`src/rtl/idu_pipe.sv`:
```
// idu_pipe: registered RV32I/M decode stage with an output register plus one skid entry.
// Compile with IDU_MEXT_EN defined to decode the M extension (opc 39-46).
module idu_pipe #(
    parameter int XLEN      = 32,
    parameter int NR_INST   = 46,
    parameter int OPC_WIDTH = $clog2(NR_INST + 1)
) (
    input  logic                 clk,
    input  logic                 rst,
    input  logic                 flush,
    input  logic                 in_valid,
    output logic                 in_ready,
    input  logic [31:0]          in_inst,
    input  logic [XLEN-1:0]      in_pc,
    output logic                 out_valid,
    input  logic                 out_ready,
    output logic [OPC_WIDTH-1:0] out_opc,
    output logic [4:0]           out_rd,
    output logic [4:0]           out_rs1,
    output logic [4:0]           out_rs2,
    output logic [XLEN-1:0]      out_imm,
    output logic [XLEN-1:0]      out_pc,
    output logic                 out_illegal
);

    typedef enum logic [2:0] {
        FMT_R, FMT_I, FMT_SH, FMT_S, FMT_B, FMT_U, FMT_J
    } fmt_e;

    typedef struct packed {
        logic [OPC_WIDTH-1:0] opc;
        logic [4:0]           rd;
        logic [4:0]           rs1;
        logic [4:0]           rs2;
        logic [XLEN-1:0]      imm;
        logic [XLEN-1:0]      pc;
        logic                 illegal;
    } beat_t;

    function automatic logic [OPC_WIDTH-1:0] op(input int n);
        return OPC_WIDTH'(n);
    endfunction

    logic [6:0] opcode;
    logic [2:0] f3;
    logic [6:0] f7;

    assign opcode = in_inst[6:0];
    assign f3     = in_inst[14:12];
    assign f7     = in_inst[31:25];

    logic signed [11:0] imm_i12;
    logic signed [11:0] imm_s12;
    logic signed [12:0] imm_b13;
    logic signed [31:0] imm_u32;
    logic signed [20:0] imm_j21;

    assign imm_i12 = in_inst[31:20];
    assign imm_s12 = {in_inst[31:25], in_inst[11:7]};
    assign imm_b13 = {in_inst[31], in_inst[7], in_inst[30:25], in_inst[11:8], 1'b0};
    assign imm_u32 = {in_inst[31:12], 12'b0};
    assign imm_j21 = {in_inst[31], in_inst[19:12], in_inst[20], in_inst[30:21], 1'b0};

    logic [OPC_WIDTH-1:0] dec_opc;
    fmt_e                 dec_fmt;
    logic                 dec_illegal;
    logic [XLEN-1:0]      dec_imm;
    beat_t                dec_beat;

    // Class lookup: any encoding not matched below leaves opc at 0 (illegal).
    always_comb begin
        dec_opc = '0;
        dec_fmt = FMT_R;
        case (opcode)
            7'b0110011: begin
                dec_fmt = FMT_R;
                if (f7 == 7'h00) begin
                    case (f3)
                        3'd0: dec_opc = op(1);
                        3'd1: dec_opc = op(6);
                        3'd2: dec_opc = op(9);
                        3'd3: dec_opc = op(10);
                        3'd4: dec_opc = op(3);
                        3'd5: dec_opc = op(7);
                        3'd6: dec_opc = op(4);
                        default: dec_opc = op(5);
                    endcase
                end else if (f7 == 7'h20) begin
                    if (f3 == 3'd0)      dec_opc = op(2);
                    else if (f3 == 3'd5) dec_opc = op(8);
                end
`ifdef IDU_MEXT_EN
                else if (f7 == 7'h01) begin
                    dec_opc = op(39) + OPC_WIDTH'(f3);
                end
`else
                else begin
                    dec_opc = '0;
                end
`endif
            end
            7'b0010011: begin
                dec_fmt = FMT_I;
                case (f3)
                    3'd0: dec_opc = op(11);
                    3'd4: dec_opc = op(12);
                    3'd6: dec_opc = op(13);
                    3'd7: dec_opc = op(14);
                    3'd2: dec_opc = op(18);
                    3'd3: dec_opc = op(19);
                    3'd1: begin
                        dec_fmt = FMT_SH;
                        if (f7 == 7'h00) dec_opc = op(15);
                    end
                    default: begin
                        dec_fmt = FMT_SH;
                        if (f7 == 7'h00)      dec_opc = op(16);
                        else if (f7 == 7'h20) dec_opc = op(17);
                    end
                endcase
            end
            7'b0000011: begin
                dec_fmt = FMT_I;
                case (f3)
                    3'd0:    dec_opc = op(20);
                    3'd1:    dec_opc = op(21);
                    3'd2:    dec_opc = op(22);
                    3'd4:    dec_opc = op(23);
                    3'd5:    dec_opc = op(24);
                    default: dec_opc = '0;
                endcase
            end
            7'b0100011: begin
                dec_fmt = FMT_S;
                case (f3)
                    3'd0:    dec_opc = op(25);
                    3'd1:    dec_opc = op(26);
                    3'd2:    dec_opc = op(27);
                    default: dec_opc = '0;
                endcase
            end
            7'b1100011: begin
                dec_fmt = FMT_B;
                case (f3)
                    3'd0:    dec_opc = op(28);
                    3'd1:    dec_opc = op(29);
                    3'd4:    dec_opc = op(30);
                    3'd5:    dec_opc = op(31);
                    3'd6:    dec_opc = op(32);
                    3'd7:    dec_opc = op(33);
                    default: dec_opc = '0;
                endcase
            end
            7'b1101111: begin
                dec_fmt = FMT_J;
                dec_opc = op(34);
            end
            7'b1100111: begin
                dec_fmt = FMT_I;
                if (f3 == 3'd0) dec_opc = op(35);
            end
            7'b0110111: begin
                dec_fmt = FMT_U;
                dec_opc = op(36);
            end
            7'b0010111: begin
                dec_fmt = FMT_U;
                dec_opc = op(37);
            end
            7'b1110011: begin
                dec_fmt = FMT_I;
                if (in_inst == 32'h0000_0073 || in_inst == 32'h0010_0073) dec_opc = op(38);
            end
            default: begin
                dec_opc = '0;
                dec_fmt = FMT_R;
            end
        endcase
    end

    assign dec_illegal = (dec_opc == '0);

    always_comb begin
        dec_imm = '0;
        if (!dec_illegal) begin
            case (dec_fmt)
                FMT_I:   dec_imm = XLEN'(imm_i12);
                FMT_SH:  dec_imm = XLEN'(in_inst[24:20]);
                FMT_S:   dec_imm = XLEN'(imm_s12);
                FMT_B:   dec_imm = XLEN'(imm_b13);
                FMT_U:   dec_imm = XLEN'(imm_u32);
                FMT_J:   dec_imm = XLEN'(imm_j21);
                default: dec_imm = '0;
            endcase
        end
    end

    always_comb begin
        dec_beat.opc     = dec_opc;
        dec_beat.rd      = in_inst[11:7];
        dec_beat.rs1     = in_inst[19:15];
        dec_beat.rs2     = in_inst[24:20];
        dec_beat.imm     = dec_imm;
        dec_beat.pc      = in_pc;
        dec_beat.illegal = dec_illegal;
    end

    // Output register + skid entry; in_ready is low exactly while the skid holds a beat.
    logic  out_valid_q, out_valid_d;
    logic  skid_valid_q, skid_valid_d;
    beat_t out_q, out_d;
    beat_t skid_q, skid_d;
    logic  in_fire;
    logic  out_held;

    assign in_ready = ~skid_valid_q;
    assign in_fire  = in_valid & in_ready;
    assign out_held = out_valid_q & ~out_ready;

    always_comb begin
        out_valid_d  = out_valid_q;
        skid_valid_d = skid_valid_q;
        out_d        = out_q;
        skid_d       = skid_q;
        if (flush) begin
            out_valid_d  = 1'b0;
            skid_valid_d = 1'b0;
        end else if (out_held) begin
            if (in_fire) begin
                skid_d       = dec_beat;
                skid_valid_d = 1'b1;
            end
        end else if (skid_valid_q) begin
            out_d        = skid_q;
            out_valid_d  = 1'b1;
            skid_valid_d = 1'b0;
        end else if (in_fire) begin
            out_d       = dec_beat;
            out_valid_d = 1'b1;
        end else begin
            out_valid_d = 1'b0;
        end
    end

    always_ff @(posedge clk or posedge rst) begin
        if (rst) begin
            out_valid_q  <= 1'b0;
            skid_valid_q <= 1'b0;
            out_q        <= '0;
        end else begin
            out_valid_q  <= out_valid_d;
            skid_valid_q <= skid_valid_d;
            out_q        <= out_d;
        end
    end

    // Skid payload is only observed through skid_valid_q, so it needs no reset.
    always_ff @(posedge clk) begin
        skid_q <= skid_d;
    end

    assign out_valid   = out_valid_q;
    assign out_opc     = out_q.opc;
    assign out_rd      = out_q.rd;
    assign out_rs1     = out_q.rs1;
    assign out_rs2     = out_q.rs2;
    assign out_imm     = out_q.imm;
    assign out_pc      = out_q.pc;
    assign out_illegal = out_q.illegal;

endmodule

```
`config.mk`:
```
export PLATFORM = sky130hd
export DESIGN_NAME = idu_pipe
export DESIGN_NICKNAME = d
export VERILOG_FILES = /design/src/rtl/idu_pipe.sv
export SDC_FILE = /design/constraint.sdc
export NUM_CORES = 1
export LEC_CHECK = 0
export ABC_CLOCK_PERIOD_IN_PS = 11800
export CAP_MARGIN = 20
export CORE_ASPECT_RATIO = 0.7
export CORE_MARGIN = 1
export CORE_UTILIZATION = 37
export DETAILED_ROUTE_END_ITERATION = 16
export PLACE_DENSITY = 0.72
export SLEW_MARGIN = 20
export SYNTH_ARGS = -nofsm -noshare
export SYNTH_HDL_FRONTEND = slang
export SYNTH_SLANG_ARGS = --single-unit
```
`constraint.sdc`:
```
create_clock -name clk -period 11.8 [get_ports clk]
set_input_delay 2.95 -clock clk [delete_from_list [all_inputs] [get_ports clk]]
set_output_delay 2.95 -clock clk [all_outputs]
set_load 0.01 [all_outputs]
```
Word-level counts from Yosys, hierarchy flattened
Cells that the tools add are included.
- reduce and logical (&&, ||, !) cells: 10
- muxes and demuxes: 28
- equal/unequal tests: 28
- bitwise logic cells: 6
- operators by type and width (kind ; count):
    32-bit one-hot mux with 6 select lines ; 1
    86-bit two-way mux ; 2
    6-bit one-hot mux with 10 select lines ; 1
    6-bit one-hot mux with 6 select lines ; 1
    5-bit one-hot mux with 7 select lines ; 1
    32-bit by 21-bit equality test with 1-bit output (second input constant) ; 1
    32-bit by 7-bit equality test with 1-bit output (second input constant) ; 1
    32-bit two-way mux ; 1
    7-bit by 6-bit equality test with 1-bit output (second input constant) ; 4
    7-bit equality test (second input constant) ; 4
    4-bit one-hot mux with 7 select lines ; 1
    5-bit one-hot mux with 5 select lines ; 1
    6-bit two-way mux ; 4
    3-bit equality test (second input constant) ; 7
    3-bit one-hot mux with 6 select lines ; 1
    5-bit one-hot mux with 3 select lines ; 1
    7-bit by 5-bit equality test with 1-bit output (second input constant) ; 2
    3-bit by 2-bit equality test with 1-bit output (second input constant) ; 4
    4-bit two-way mux ; 3
    5-bit two-way mux ; 2
    7-bit by 2-bit equality test with 1-bit output (second input constant) ; 1
    7-bit logical NOT ; 1
    1-bit two-way mux ; 7
    3-bit by 1-bit equality test with 1-bit output (second input constant) ; 2
    13 further kinds ; 18
- input bits: 69
- word-level logic and storage cells: 88
- output and inout port bits: 88
- register bits after elaboration: 174

Longest topological paths before layout
Gate-level depths: netlist of the first run.
- depth after elaboration: 10
- depth in mapped cells: 10
- mapped depth without buffers: 6

Worst setup path after synthesis of the first run
OpenSTA, ideal clock, no wires.
- path type: input to register
- start: in out_ready
- end: reg skid_q[0] (netlist bit) (enable)
- library setup time: 776 ps
- data arrival time: 11978 ps
- path slack: -954 ps
- stages: 2
- cell sequence: nand2b_1 nor4b_1
- word-level cells in the longest chain between the ends: 3
- ends and longest elaborated chain (what ; line ; source):
    start, declared ; 16 ; input logic out_ready,
    1-bit NOT ; 218 ; assign out_held = out_valid_q & ~out_ready;
    1-bit AND ; 218 ;
    3-bit AND reduction (no line) ; -- ;
    end signal, assigned ; 259 ; skid_q <= skid_d;
    end, declared ; 212 ; beat_t skid_q, skid_d;
Every way passes these cells.
A chain may end at the register's enable or synchronous reset.

Worst setup path after layout of the first run
- start: in in_inst[2]
- end: reg out_q (netlist bit out_imm[25])
- word-level cells in the longest chain between the ends: 8
- elaborated cells between the ends (all ways): 29
- those cells by class: eq/ne: 18; mux: 7; reduce/logical: 4
- ends and longest elaborated chain (what ; line ; source):
    start, declared ; 13 ; input logic [31:0] in_inst,
    7-bit equality test, or another cell as far along ; 74 ; case (opcode)
    3-bit OR reduction (no line), or another cell as far along ; -- ;
    3-bit one-hot mux with 6 select lines or 6-bit two-way mux (tied branches) ; 74, 172 ;
    3-bit equality test, or another cell as far along ; 186 ; case (dec_fmt)
    32-bit one-hot mux with 6 select lines or 6-bit logical NOT (tied branches) ; 186, 181 ;
    32-bit two-way mux (*) ; 185 ; if (!dec_illegal) begin
    86-bit two-way mux (*) ; 237 ; end else if (in_fire) begin
    86-bit two-way mux (*) ; 233 ; end else if (skid_valid_q) begin
    end signal, assigned ; 253 ; out_q <= out_d;
    end, declared ; 211 ; beat_t out_q, out_d;
Mark *: on every way between the ends. The rest lies on a longest branch, timed or not. The select of a mux whose other input is x is not followed.

==> results of run 1 <==
-- worst register-to-register path: cells and delay by family (launching register included) --
kind / cells / cell delay (ns)
and+or+nand+nor: 5 / 1.68
DFF: 1 / 0.90
AOI/OAI and AO/OA: 1 / 0.52
-- routing by layer --
layer / GRT usage [%] / vias to the layer above
li1: - / 2941
met1: 30.5 / 3106
met2: 29.4 / 272
met3: 4.29 / 19
met4: 4.19 / 0
met5: 0 / -
-- placed cells by master (no fill, tap or decap), drive strengths merged, types with 12 or more instances in the layout --
cell type,synthesis,layout
a21oi,41,41
a22oi,19,19
and3,30,30
clkbuf,38,18
clkdlybuf4s50,0,156
dfrtp,88,88
edfxtp,86,86
inv,8,13
mux2i,51,51
nand2,79,79
nor2,59,59
nor4,12,12
o21ai,74,74
o31ai,26,26
-- worst paths after layout --
check	startpoint	endpoint	slack (ns)	cells after the start
setup reg to reg	skid_valid_q$_DFFE_PP0P_	out_imm[25]$_DFFE_PP0P_	8.59	6
hold / removal	out_pc[31]$_DFFE_PP0P_	out_pc[31]$_DFFE_PP0P_	0.48	2
max in group asynchronous	rst	skid_valid_q$_DFFE_PP0P_	7.58	3
min in group asynchronous	rst	out_pc[23]$_DFFE_PP0P_	2.91	2
hold reg to reg	out_pc[31]$_DFFE_PP0P_	out_pc[31]$_DFFE_PP0P_	0.48	2
setup / recovery	in_inst[2]	out_imm[25]$_DFFE_PP0P_	5.70	8
-- power breakdown --
part | switching [mW] | internal, mW
sequential | 0.0218 | 0.674
clock | 0.247 | 0.365
combinational | 0.107 | 0.104
total | 0.375 | 1.14
-- cell families after synthesis --
family / Yosys count / synth area share (%)
and+or+nand+nor: 243 / 15.4
AOI/OAI and AO/OA: 186 / 14.8
xor gates and xnor gates: 3 / 0.325
muxes: 52 / 6.45
buffers and inverters: 70 / 3.96
DFF: 174 / 59.1
-- Yosys cell counts (10+ instances only) --
master     n  area [µm²]
a21oi_1   41         205
a22oi_1   19         143
and3_1    30         188
buf_2     10        50.1
clkbuf_1  38         143
dfrtp_1   88        2200
edfxtp_1  86        2580
mux2i_1   51         510
nand2_1   79         297
nor2_1    59         221
nor3_1    10        50.1
nor4_1    11        68.8
o21ai_0   73         365
o31ai_1   26         195
-- registers in the layout, summed over array words and instances, names as in the netlist --
signal and flops:
out_imm 32, out_pc 32, out_illegal 1, skid_q 86, out_rd 5, out_rs1 5, out_rs2 5, out_valid 1
out_opc 6, skid_valid_q 1
-- area by class of cell --
cell class / instances / area, µm² / share of cell area (%)
repair buffers: 167 / 1640 / 15.7
inverters: 8 / 31.3 / 0.299
multi-input cells: 484 / 3020 / 28.8
clock buffers: 18 / 439 / 4.20
well taps: 276 / 345 / 3.30
clock inverters: 13 / 199 / 1.90
flip-flops and latches: 174 / 4790 / 45.8
-- stage by stage --
stage	hold slack, ns	power (mW)	area [µm²]	cells
4_1_cts	0.483	1.53	10500	1140
6_report	0.477	1.52	10500	1140
5_1_grt	0.506	1.58	10500	1140
2_1_floorplan	0.489	0.797	8100	728
3_5_place_dp	0.469	0.920	9830	1109
3_3_place_gp	0.460	0.916	9830	1109
==> impl_metrics.yaml, run 1 <==
route:
  wl_met2_mm: 9.88
  drcViolationCount: 0
  routed_wl_mm: 22.5
  topRoutingLayerUsed: "met4"
  via_per_inst: 5.56
  wl_per_cell_um: 19.7
  drt_iter0_drc: 577
  m1WireLength_mm: 10.6
  ant_nets: 0
  first_pass_iters: 5
  num_vias: 6338
  met3RoutedLength_mm: 1.81
critical_path:
  cp.arrival_ns: 6.40
  crit_slowest_cell: "nor3_1"
  worstPathMaxFanout: 23
  crit_chain: "clkdlybuf4s50_1 -> nand4bb_1 -> nor3_1 -> nor2_1 -> o21ai_1 -> buf_4 -> a22oi_1 -> o31ai_1"
  critPathLaunchType: "primary input"
  critPathCaptureType: "register"
  crit_family: "simple AND/OR/NAND/NOR gates"
  crit_type: "primary input to register"
  slowest_delay_ns: 1.07
  path_buf_inv: 2
  crit_required_ns: 12.09
timing:
  fin_crit_ns: 6.10
  fin_crit_sh_pct: 51.7
  finalHoldViolCount: 0
  max_freq_mhz: 164
  skew_ns: 0.0121
  final_max_slew_viol_count: 0
  worst_pin_slew_ns: 1.12
  grt_setup_unrepaired: "false"
  maxSlewHeadroom_pct: 24.7
  setup-tns-final_ns: 0
  fin_ws_ns: 5.70
  setup-violations-final: 0
floorplanning:
  die_y_um: 126
  rows: 44
  initial_core_util_pct: 38.4
  die_width_um: 179
  core_um2: 21100
  io_pins: 157
  die-area_um2: 22500
placed_design:
  gp_congestion: 0.861
  dp_hpwl_mm: 14.9
  dp_slack_ns: 5.33
  io_buffers: 156
synth:
  yosysWarnings: 0
  synth-edff-count: 86
  ys_seq_area_share_pct: 59.1
  ys_types: 61
  synth_nets: 797
  ys_ff_latch: 174
  synthArstFlopShare_pct: 50.6
  synthFlopType: "dfrtp_1"
  netlist_area_um2: 8090
  avgSynthCellArea_um2: 11.1
  syn_inst: 728
clock_network:
  cts.repair.resized: 0
  cts_root_buffer: "clkbuf_16"
  clk_pin_slew_ns: 0.07
  cts_max_path_buffers: 2
  cts_hold_buf: 0
  clk_latency_ns: 0.42
  cts_setup_buffers: 0
  cts_tree: "yes"
  cts_num_sinks: 174
  cts.htree.levels: 4
  cts_buffers: 17
flow_run:
  max_cap_violations: 0
global_route:
  grt_pass1_wl_mm: 34.9
  antenna_found_initial: 0
  grtUsageTotal_pct: 20.1
  grt_max_degree: 86
  grt-ovfl-total: 0
  grt_pass1_vias: 5931
layout:
  finish.utilization_pct: 49.6
  antennaDiodeCount: 0
  nets: 921
  nFillCells: 1914
  drive_gt1_share_pct: 7.29
  area_delta_synth_final_pct: 29.3
run_status:
  outcome: "finished, final reports clean"
power:
  power_density_nw_per_um2: 145
  ir_worst_vdd_uv: 105
  p_leak_nw: 3.86
worst_hold_path:
  hold_path.class: "register to register"
Note: power is estimated with default switching activity, not from simulation.
==> run 2, diff against run 1 <==
--- a/config.mk
+++ b/config.mk
@@ -5,7 +5,7 @@
 export SDC_FILE = /design/constraint.sdc
 export NUM_CORES = 1
 export LEC_CHECK = 0
-export ABC_CLOCK_PERIOD_IN_PS = 11800
+export ABC_CLOCK_PERIOD_IN_PS = 6350
 export CAP_MARGIN = 20
 export CORE_ASPECT_RATIO = 0.7
 export CORE_MARGIN = 1
==> constraint.sdc (replaced) <==
create_clock -name clk -period 6.35 [get_ports clk]
set_input_delay 1.5875 -clock clk [delete_from_list [all_inputs] [get_ports clk]]
set_output_delay 1.5875 -clock clk [all_outputs]
set_load 0.01 [all_outputs]
==> impl_metrics.yaml, run 2 (same netlist as run 1, synthesis figures left out) <==
critical_path:
  worstPathMaxFanout: 19
  startpoint: "in_inst[2]"
  critPathCaptureType: "register"
  crit_required_ns: 6.50
  critPathLaunchType: "primary input"
  timing.rr.start: "skid_valid_q$_DFFE_PP0P_"
  crit_type: "primary input to register"
  cp.arrival_ns: 5.14
global_route:
  grt_busiest_layer: "met2"
  grt_max_degree: 92
  antenna_found_initial: 1
  grt-ovfl-total: 0
  grt_pass1_vias: 6010
  gr-usage-met3_pct: 5.40
  use_met1_pct: 29.4
  grt_use_met2_pct: 29.5
  grt_pass1_wl_mm: 34.6
  grtUsageTotal_pct: 20.1
route:
  via_per_inst: 5.46
  num_vias: 6239
  first_pass_iters: 6
  routed_wl_mm: 22.4
  drt_iter0_drc: 634
  ant_nets: 0
  wl_per_cell_um: 19.6
  drcViolationCount: 0
worst_hold_path:
  hold_path.class: "register to register"
  holdCritStartpoint: "out_rd[0]$_DFFE_PP0P_"
timing:
  setup-violations-final: 0
  fin_crit_sh_pct: 78.5
  grt_setup_unrepaired: "false"
  skew_ns: 0.00873
  final_max_slew_viol_count: 0
  fin_ws_ns: 1.36
  worst_pin_slew_ns: 0.972
  maxSlewHeadroom_pct: 34.7
  finalHoldViolCount: 0
  fin_crit_ns: 4.99
  max_freq_mhz: 201
  setup-tns-final_ns: 0
  whs_ns: 0.478
clock_network:
  cts_setup_buffers: 0
  cts_hold_buf: 0
  cts_num_sinks: 174
  clk_pin_slew_ns: 0.07
  cts_max_path_buffers: 2
  cts_root_buffer: "clkbuf_16"
  cts_buffers: 17
  cts.htree.levels: 4
  clk_latency_ns: 0.42
  cts_tree: "yes"
  cts.repair.resized: 0
run_status:
  outcome: "finished, final reports clean"
floorplanning:
  rows: 44
  die_y_um: 126
  die-area_um2: 22500
  initial_core_util_pct: 38.4
  die_width_um: 179
  io_pins: 157
  core_um2: 21100
power:
  ir_worst_vdd_uv: 181
  p_leak_nw: 3.82
  power_density_nw_per_um2: 258
layout:
  nFillCells: 1872
  drive_gt1_share_pct: 7.51
  layout_commonest_cell: "clkdlybuf4s50_1"
  nets: 922
  largest_register_ffs: 86
  largest-register: "skid_q"
  final_area_um2: 10400
  area_delta_synth_final_pct: 28.4
  instances_no_fill: 1142
  final_cell_mix: "156 x clkdlybuf4s50_1, 87 x dfrtp_1, 86 x edfxtp_1"
  antennaDiodeCount: 0
placed_design:
  dp_hpwl_mm: 15.0
  dp_slack_ns: 0.996
  gp_congestion: 0.863
  io_buffers: 156
  placed_cell_area_um2: 9830
  dp.cells: 1110
flow_run:
  max_cap_violations: 0
==> run 2: cell type report <==
cell class	count	area [µm²]	area share, %
clock buffer	18	439	4.22
clock inverter	14	123	1.18
inverter	8	31.3	0.301
multi-input combinational	484	3020	29.0
sequential	174	4790	46.1
tap	276	345	3.32
timing repair buffer	168	1650	15.9
==> run 2: layer usage <==
layer,part of all wire (%),vias up
met5,0,-
li1,-,2946
met2,43,244
met3,8.6,13
met4,1.2,0
met1,47,3036
==> run 2: worst paths after layout <==
path | to | slack (ns) | cells after the start
min reg2reg | out_rd[0]$_DFFE_PP0P_ | 0.48 | 2
min | out_rd[0]$_DFFE_PP0P_ | 0.48 | 2
max reg2reg | out_imm[21]$_DFFE_PP0P_ | 3.48 | 6
min in group asynchronous | out_pc[14]$_DFFE_PP0P_ | 1.57 | 2
max in group asynchronous | skid_valid_q$_DFFE_PP0P_ | 3.52 | 3
max | skid_q[64]$_DFFE_PP_ | 1.36 | 8
==> run 2: worst max-delay path, cell delays in order <==
cell	delay, ns
clkdlybuf4s50_1	0.75
nand4bb_1	0.57
nor3_1	0.21
o221a_2	0.18
or4_1	0.67
nor4_4	0.68
buf_4	0.40
nor2_1	0.08
==> run 2: power by group <==
group | internal [mW] | switching (mW) | total, mW
logic | 0.194 | 0.199 | 0.392
registers | 1.25 | 0.0410 | 1.29
clock network | 0.526 | 0.472 | 0.998
total | 1.97 | 0.712 | 2.68
==> run 2: through the flow <==
| stage | util [%] | power (mW) |
|---|---|---|
| floorplan | - | 1.48 |
| global placement | 46.6 | 1.70 |
| detailed placement | 46.6 | 1.71 |
| CTS | 49.3 | 2.71 |
| global route | 49.3 | 2.80 |
| finish | 49.3 | 2.68 |
